<file path="src/rtl/antilog_pipe.sv">
// Two-stage antilog pipeline: rebuilds a product from summed log characteristics
// and fractions, with saturation, optional sign, valid/ready flow control and counters.
module antilog_pipe #(
  parameter int unsigned DWIDTH    = 16,
  parameter int unsigned M_WIDTH   = 6,
  parameter int unsigned SIGNED_EN = 0,
  localparam int unsigned PW       = 2 * DWIDTH,
  localparam int unsigned KW       = $clog2(DWIDTH) + 1
) (
  input  logic              clk,
  input  logic              rst,
  input  logic              in_valid,
  output logic              in_ready,
  input  logic [KW-1:0]     sum_k,
  input  logic [M_WIDTH:0]  sum_x,
  input  logic              in_zero,
  input  logic              in_sign,
  output logic              out_valid,
  input  logic              out_ready,
  output logic [PW-1:0]     product,
  output logic              out_sat,
  input  logic              cnt_clr,
  output logic [15:0]       ops_cnt,
  output logic [15:0]       sat_cnt
);

  localparam int unsigned FKW = KW + 1;
  localparam int unsigned MNW = M_WIDTH + 1;

  logic           s1_valid_q;
  logic [FKW-1:0] s1_k_q;
  logic [MNW-1:0] s1_mant_q;
  logic           s1_zero_q;
  logic           s1_sign_q;
  logic           s2_valid_q;
  logic [PW-1:0]  s2_prod_q;
  logic           s2_sat_q;
  logic [15:0]    ops_q;
  logic [15:0]    satc_q;

  logic           adv1;
  logic           adv2;
  logic [FKW-1:0] s1_k_d;
  logic [MNW-1:0] s1_mant_d;
  logic [31:0]    k_ext;
  logic [PW-1:0]  mant_ext;
  logic [PW-1:0]  mag_d;
  logic           sat_d;
  logic [PW-1:0]  prod_d;

  // A stage may advance when it is empty or its consumer is taking data
  always_comb begin
    adv2 = !s2_valid_q || out_ready;
    adv1 = !s1_valid_q || adv2;
  end

  always_comb begin
    s1_k_d    = FKW'(sum_k) + FKW'(sum_x[M_WIDTH]);
    s1_mant_d = {1'b1, sum_x[M_WIDTH-1:0]};
  end

  // Stage 2 datapath: align mantissa by final characteristic, saturate, apply sign
  always_comb begin
    k_ext    = 32'(s1_k_q);
    mant_ext = PW'(s1_mant_q);
    mag_d    = '0;
    sat_d    = 1'b0;
    if (!s1_zero_q) begin
      if (k_ext >= PW) begin
        mag_d = '1;
        sat_d = 1'b1;
      end else if (k_ext >= M_WIDTH) begin
        mag_d = mant_ext << (k_ext - M_WIDTH);
      end else begin
        mag_d = mant_ext >> (M_WIDTH - k_ext);
      end
    end
    prod_d = mag_d;
    if ((SIGNED_EN != 0) && s1_sign_q) begin
      prod_d = sat_d ? {1'b1, {(PW-1){1'b0}}} : (~mag_d + PW'(1));
    end
  end

  always_ff @(posedge clk or posedge rst) begin
    if (rst) begin
      s1_valid_q <= 1'b0;
      s1_k_q     <= '0;
      s1_mant_q  <= '0;
      s1_zero_q  <= 1'b0;
      s1_sign_q  <= 1'b0;
    end else if (adv1) begin
      s1_valid_q <= in_valid;
      if (in_valid) begin
        s1_k_q    <= s1_k_d;
        s1_mant_q <= s1_mant_d;
        s1_zero_q <= in_zero;
        s1_sign_q <= in_sign;
      end
    end
  end

  always_ff @(posedge clk or posedge rst) begin
    if (rst) begin
      s2_valid_q <= 1'b0;
      s2_prod_q  <= '0;
      s2_sat_q   <= 1'b0;
    end else if (adv2) begin
      s2_valid_q <= s1_valid_q;
      if (s1_valid_q) begin
        s2_prod_q <= prod_d;
        s2_sat_q  <= sat_d;
      end
    end
  end

  // Clear wins over a same-cycle increment; saturation counter sticks at max
  always_ff @(posedge clk or posedge rst) begin
    if (rst) begin
      ops_q  <= '0;
      satc_q <= '0;
    end else if (cnt_clr) begin
      ops_q  <= '0;
      satc_q <= '0;
    end else if (s2_valid_q && out_ready) begin
      ops_q <= ops_q + 16'd1;
      if (s2_sat_q && (satc_q != 16'hFFFF)) begin
        satc_q <= satc_q + 16'd1;
      end
    end
  end

  assign in_ready  = adv1;
  assign out_valid = s2_valid_q;
  assign product   = s2_prod_q;
  assign out_sat   = s2_sat_q;
  assign ops_cnt   = ops_q;
  assign sat_cnt   = satc_q;

endmodule

</file>
<file path="config.mk">
export PLATFORM = sky130hd
export DESIGN_NAME = antilog_pipe
export DESIGN_NICKNAME = d
export VERILOG_FILES = /design/src/rtl/antilog_pipe.sv
export SDC_FILE = /design/constraint.sdc
export NUM_CORES = 1
export LEC_CHECK = 0
export CORE_UTILIZATION = 35
export CTS_CLUSTER_SIZE = 24
export DETAILED_ROUTE_END_ITERATION = 10
export DONT_BUFFER_PORTS = 1
export RECOVER_POWER = 100
export SYNTH_ARGS = -nofsm -noshare
export SYNTH_HDL_FRONTEND = slang
export SYNTH_SLANG_ARGS = --single-unit
export TNS_END_PERCENT = 10
</file>
<file path="constraint.sdc">
create_clock -name clk -period 3.8 [get_ports clk]
set_clock_uncertainty 0.05 [all_clocks]
set_input_delay 0.95 -clock clk [delete_from_list [all_inputs] [get_ports clk]]
set_output_delay 0.95 -clock clk [all_outputs]
set_load 0.01 [all_outputs]
</file>
==> metrics.md <==
| Metric | Value |
|---|---|
| Number of DRC markers in iteration 0 | 336 |
| Endpoint class of the critical path | flop |
| Failing checks | capacitance limit, slew limit |
| Cell Area, Placed | 0.00467 mm2 |
| Required @ worst endpoint | 3960 ps |
| Setup TNS | 0 ps |
| Core box area | 0.0126 mm2 |
| Wirelength per Cell | ~18 um |
| First-pass GRT wire length | ~19 mm |
| Clk root buf | clkbuf_16 |
| Port bufs | 0 |
| Overall global routing resource usage | 0.177 |
| P_sw | 0.000807 W |
| Worst hold slack | between 400 and 500 ps |
| Maximum buffer depth of the clock tree | 2 |
| Final setup viols | 0 |
| Initial core utilization | 0.359 |
| Combinational power share | 0.222 |
| Critical Path Max Stage Delay | 860 ps |
| Fin crit share | 0.774 |
| Final Hold Viols | 0 |
| WL final | 11.3 mm |
| Vias in the first global route | between 3k and 4k |
| Flop pwr share | 0.400 |
| Worst Path Max Fanout | 21 |
| Synth area leaders | dfrtp_1 (45%), xor2_1 (4.8%), a21oi_1 (3.7%), a221o_1 (3.3%), nand2_1 (3.2%) |
| Hold-fix buffers, CTS | 0 |
| Ys async rst share | 1.00 |
| Die Area | around 0.013 mm2 |
| DRT Pass-1 Iters | 5 |
| Finished Cell Area | 0.00499 mm2 |
| Die Width | between 100 and 150 um |
| DR DRC count | 0 |
| Vias per std cell | 5.72 |
| Clock transition at path regs | 70 ps |
| Total CTS buffers | 9 |
| Internal Power | ~0.0018 W |
| Sequential fraction of the synthesis area | 0.448 |
| Max_cap viols | 1 |
| Htree depth | 3 |
| Fillers | 1269 |
| Gr busiest metal | met2 |
| Worst skew pair latency | 340 ps |
| Io pins | 86 |
| Worst slew pin tran | 2560 ps |
| CP startpoint kind | flop |
| Cell count after synthesis | about 470 |
| FP Rows | 41 |
| Final ANT Viol Nets | 0 |
| Status | complete, but fails checks |
| Main synth FF type | dfrtp_1 |
| Share of cells above drive strength 1 | 0.0806 |
| Antenna diodes | 0 |
| Lkg Pwr | 2.08 nW |
| Chip Height | 116 um |
| Sw frac | 0.309 |
| Slew Limit Headroom | -0.718 |
| TritonCTS clock tree | done |
| GP Congestion | 0.885 |
| Hold crit path type | reg2reg |
| Fmax | 340 MHz |
| DP Wirelength | 7.90 mm |
| Grt ovf | 0 |
| RSZ-0062 raised after global routing | no |
| CP max-delay cell | ha_1 |
| Area leader, netlist | dfrtp_1 |
| Number of flops mapped to enable cells by yosys | 0 |
| Largest net degree at the start of global routing | 58 |
| Pwr per Cell Area | 523 mW/mm2 |
| Final Critical Period | 2940 ps |
| Critical Path, Cell by Cell | ha_1, mux4_2, o2bb2ai_1, inv_1, o22ai_1, a221o_1 |
| Yosys top cell area share | 0.448 |
| Nets@finish | 481 |
| Count leader, synth | dfrtp_1 |
| Post-CTS Setup Inserts | 0 |
| Critical setup path kind | reg2reg |
| Met1 Use GR | 0.224 |
| Synth Cell Area | 0.00452 mm2 |
| Synth Area per Inst | 9.73 um2 |
| Most frequent cells after synthesis | dfrtp_1 (81), nand2_1 (39), nor2_1 (39) |
| Routing usage on met2 | 0.287 |
| Clock Sinks | between 80 and 90 |
| Max IR drop VDD | 0.269 mV |
| Post-synthesis register bit count | just over 80 |
| Met3 Resource Use GR | 0.0607 |
| P&R area growth vs syn | 10.3% |
| Post-synthesis cell type count | 55 |
| Arrival @ worst endpoint | 3110 ps |
| Via count | 3608 |
| Cts repair resizes | 0 |
| Initial antenna violation count | 0 |
| Yosys warning count | 0 |
| Clock share of power | 0.378 |
| Final Max Tran Viols | 58 |
| Mapped Nets | 491 |
==> state kept, by name (all words and copies together) (netlist names) <==
register,flops
s1_mant_q,7
out_valid,1
s1_k_q,6
s1_valid_q,1
out_sat,1
sat_cnt,16
ops_cnt,16
product,32
s1_zero_q,1
==> power groups by stage <==
stage / clock network [W] / logic [W] / registers, W
after detailed placement: 0 / 0.000570 / 0.00106
after global placement: 0 / 0.000563 / 0.00106
after CTS: 0.00101 / 0.000575 / 0.00104
after global routing: 0.00104 / 0.000640 / 0.00105
after floorplan: 0 / 0.000485 / 0.00101
final: 0.000987 / 0.000580 / 0.00104
==> cell usage in the layout, fill, tap and decap left out, types with 3 or more instances in the layout <==
cell type	synthesis	final
mux2_2	11	11
nor3b_1	3	3
nand3b_1	5	5
mux2i_1	13	13
a221o_1	15	15
nand3_1	24	24
nor2b_1	5	5
a21oi_1	33	33
and4_1	4	4
mux4_2	5	5
xor2_1	25	25
clkbuf_16	0	9
inv_1	7	6
nand2b_1	11	11
or4_1	3	3
nand4_1	5	5
bufinv_16	0	3
o31ai_1	7	7
xnor2_1	5	5
nand2_1	39	39
o221ai_1	4	4
clkbuf_1	15	5
o21ai_0	28	28
nor4_1	4	4
dfrtp_1	81	81
and2_1	6	6
ha_1	7	7
or3_1	4	4
and3_1	5	5
nor3_1	3	3
or2_2	3	3
o211ai_1	5	5
nor2_1	39	39
==> critical path: cells and delay by family (launching register included) <==
family / cells / cell delay (ps)
AOI/OAI and AO/OA: 3 / 620
adders and majority gates: 1 / 860
buffers and inverters: 1 / 90
DFF: 1 / 610
muxes: 1 / 580
==> metal layers <==
metal	up-vias	wire length [um]
li1	1679	-
met5	-	0
met2	143	5340
met3	17	983
met1	1769	4840
met4	0	174
==> final timing paths <==
kind                                 start     endpoint  slack, ps  depth (start not counted)
worst min register to register  s1_valid_q    out_valid        470                          1
min in group asynchronous              rst   ops_cnt[7]       1150                          1
worst min-delay path            s1_valid_q    out_valid        470                          1
worst max register to register   s1_k_q[1]  product[13]        860                          6
max in group asynchronous              rst  product[29]       1120                          2
worst max-delay path             s1_k_q[1]  product[13]        860                          6
==> stage by stage <==
step,total power [W],util,worst slack (ps),std cells
floorplan,0.00149,-,720,465
global placement,0.00162,0.370,975,616
detailed placement,0.00163,0.370,922,616
CTS,0.00263,0.396,894,631
global route,0.00274,0.395,621,631
finish,0.00261,0.395,858,631
==> cell families (layout without fill, tap and decap cells) <==
logic type,Yosys count,after routing,share of synthesized area
AND/OR/NAND/NOR,166,166,0.186
adder cells (fa/ha/maj),7,7,0.0194
XOR/XNOR,30,30,0.0581
AO/OA/AOI/OAI,117,117,0.175
flip-flops,81,81,0.448
buffers and inverters,35,29,0.0321
multiplexers,29,29,0.0810
==> area by class of cell <==
type | instances | area [um2] | area share
multi-input combinational | 349 | 2350 | 0.472
sequential | 81 | 2030 | 0.406
clock buffer | 10 | 229 | 0.0459
tap | 172 | 215 | 0.0431
clock inverter | 5 | 104 | 0.0208
inverter | 8 | 31.3 | 0.00627
timing repair buffer | 6 | 30.0 | 0.00602
(Power assumes the default switching activity.)
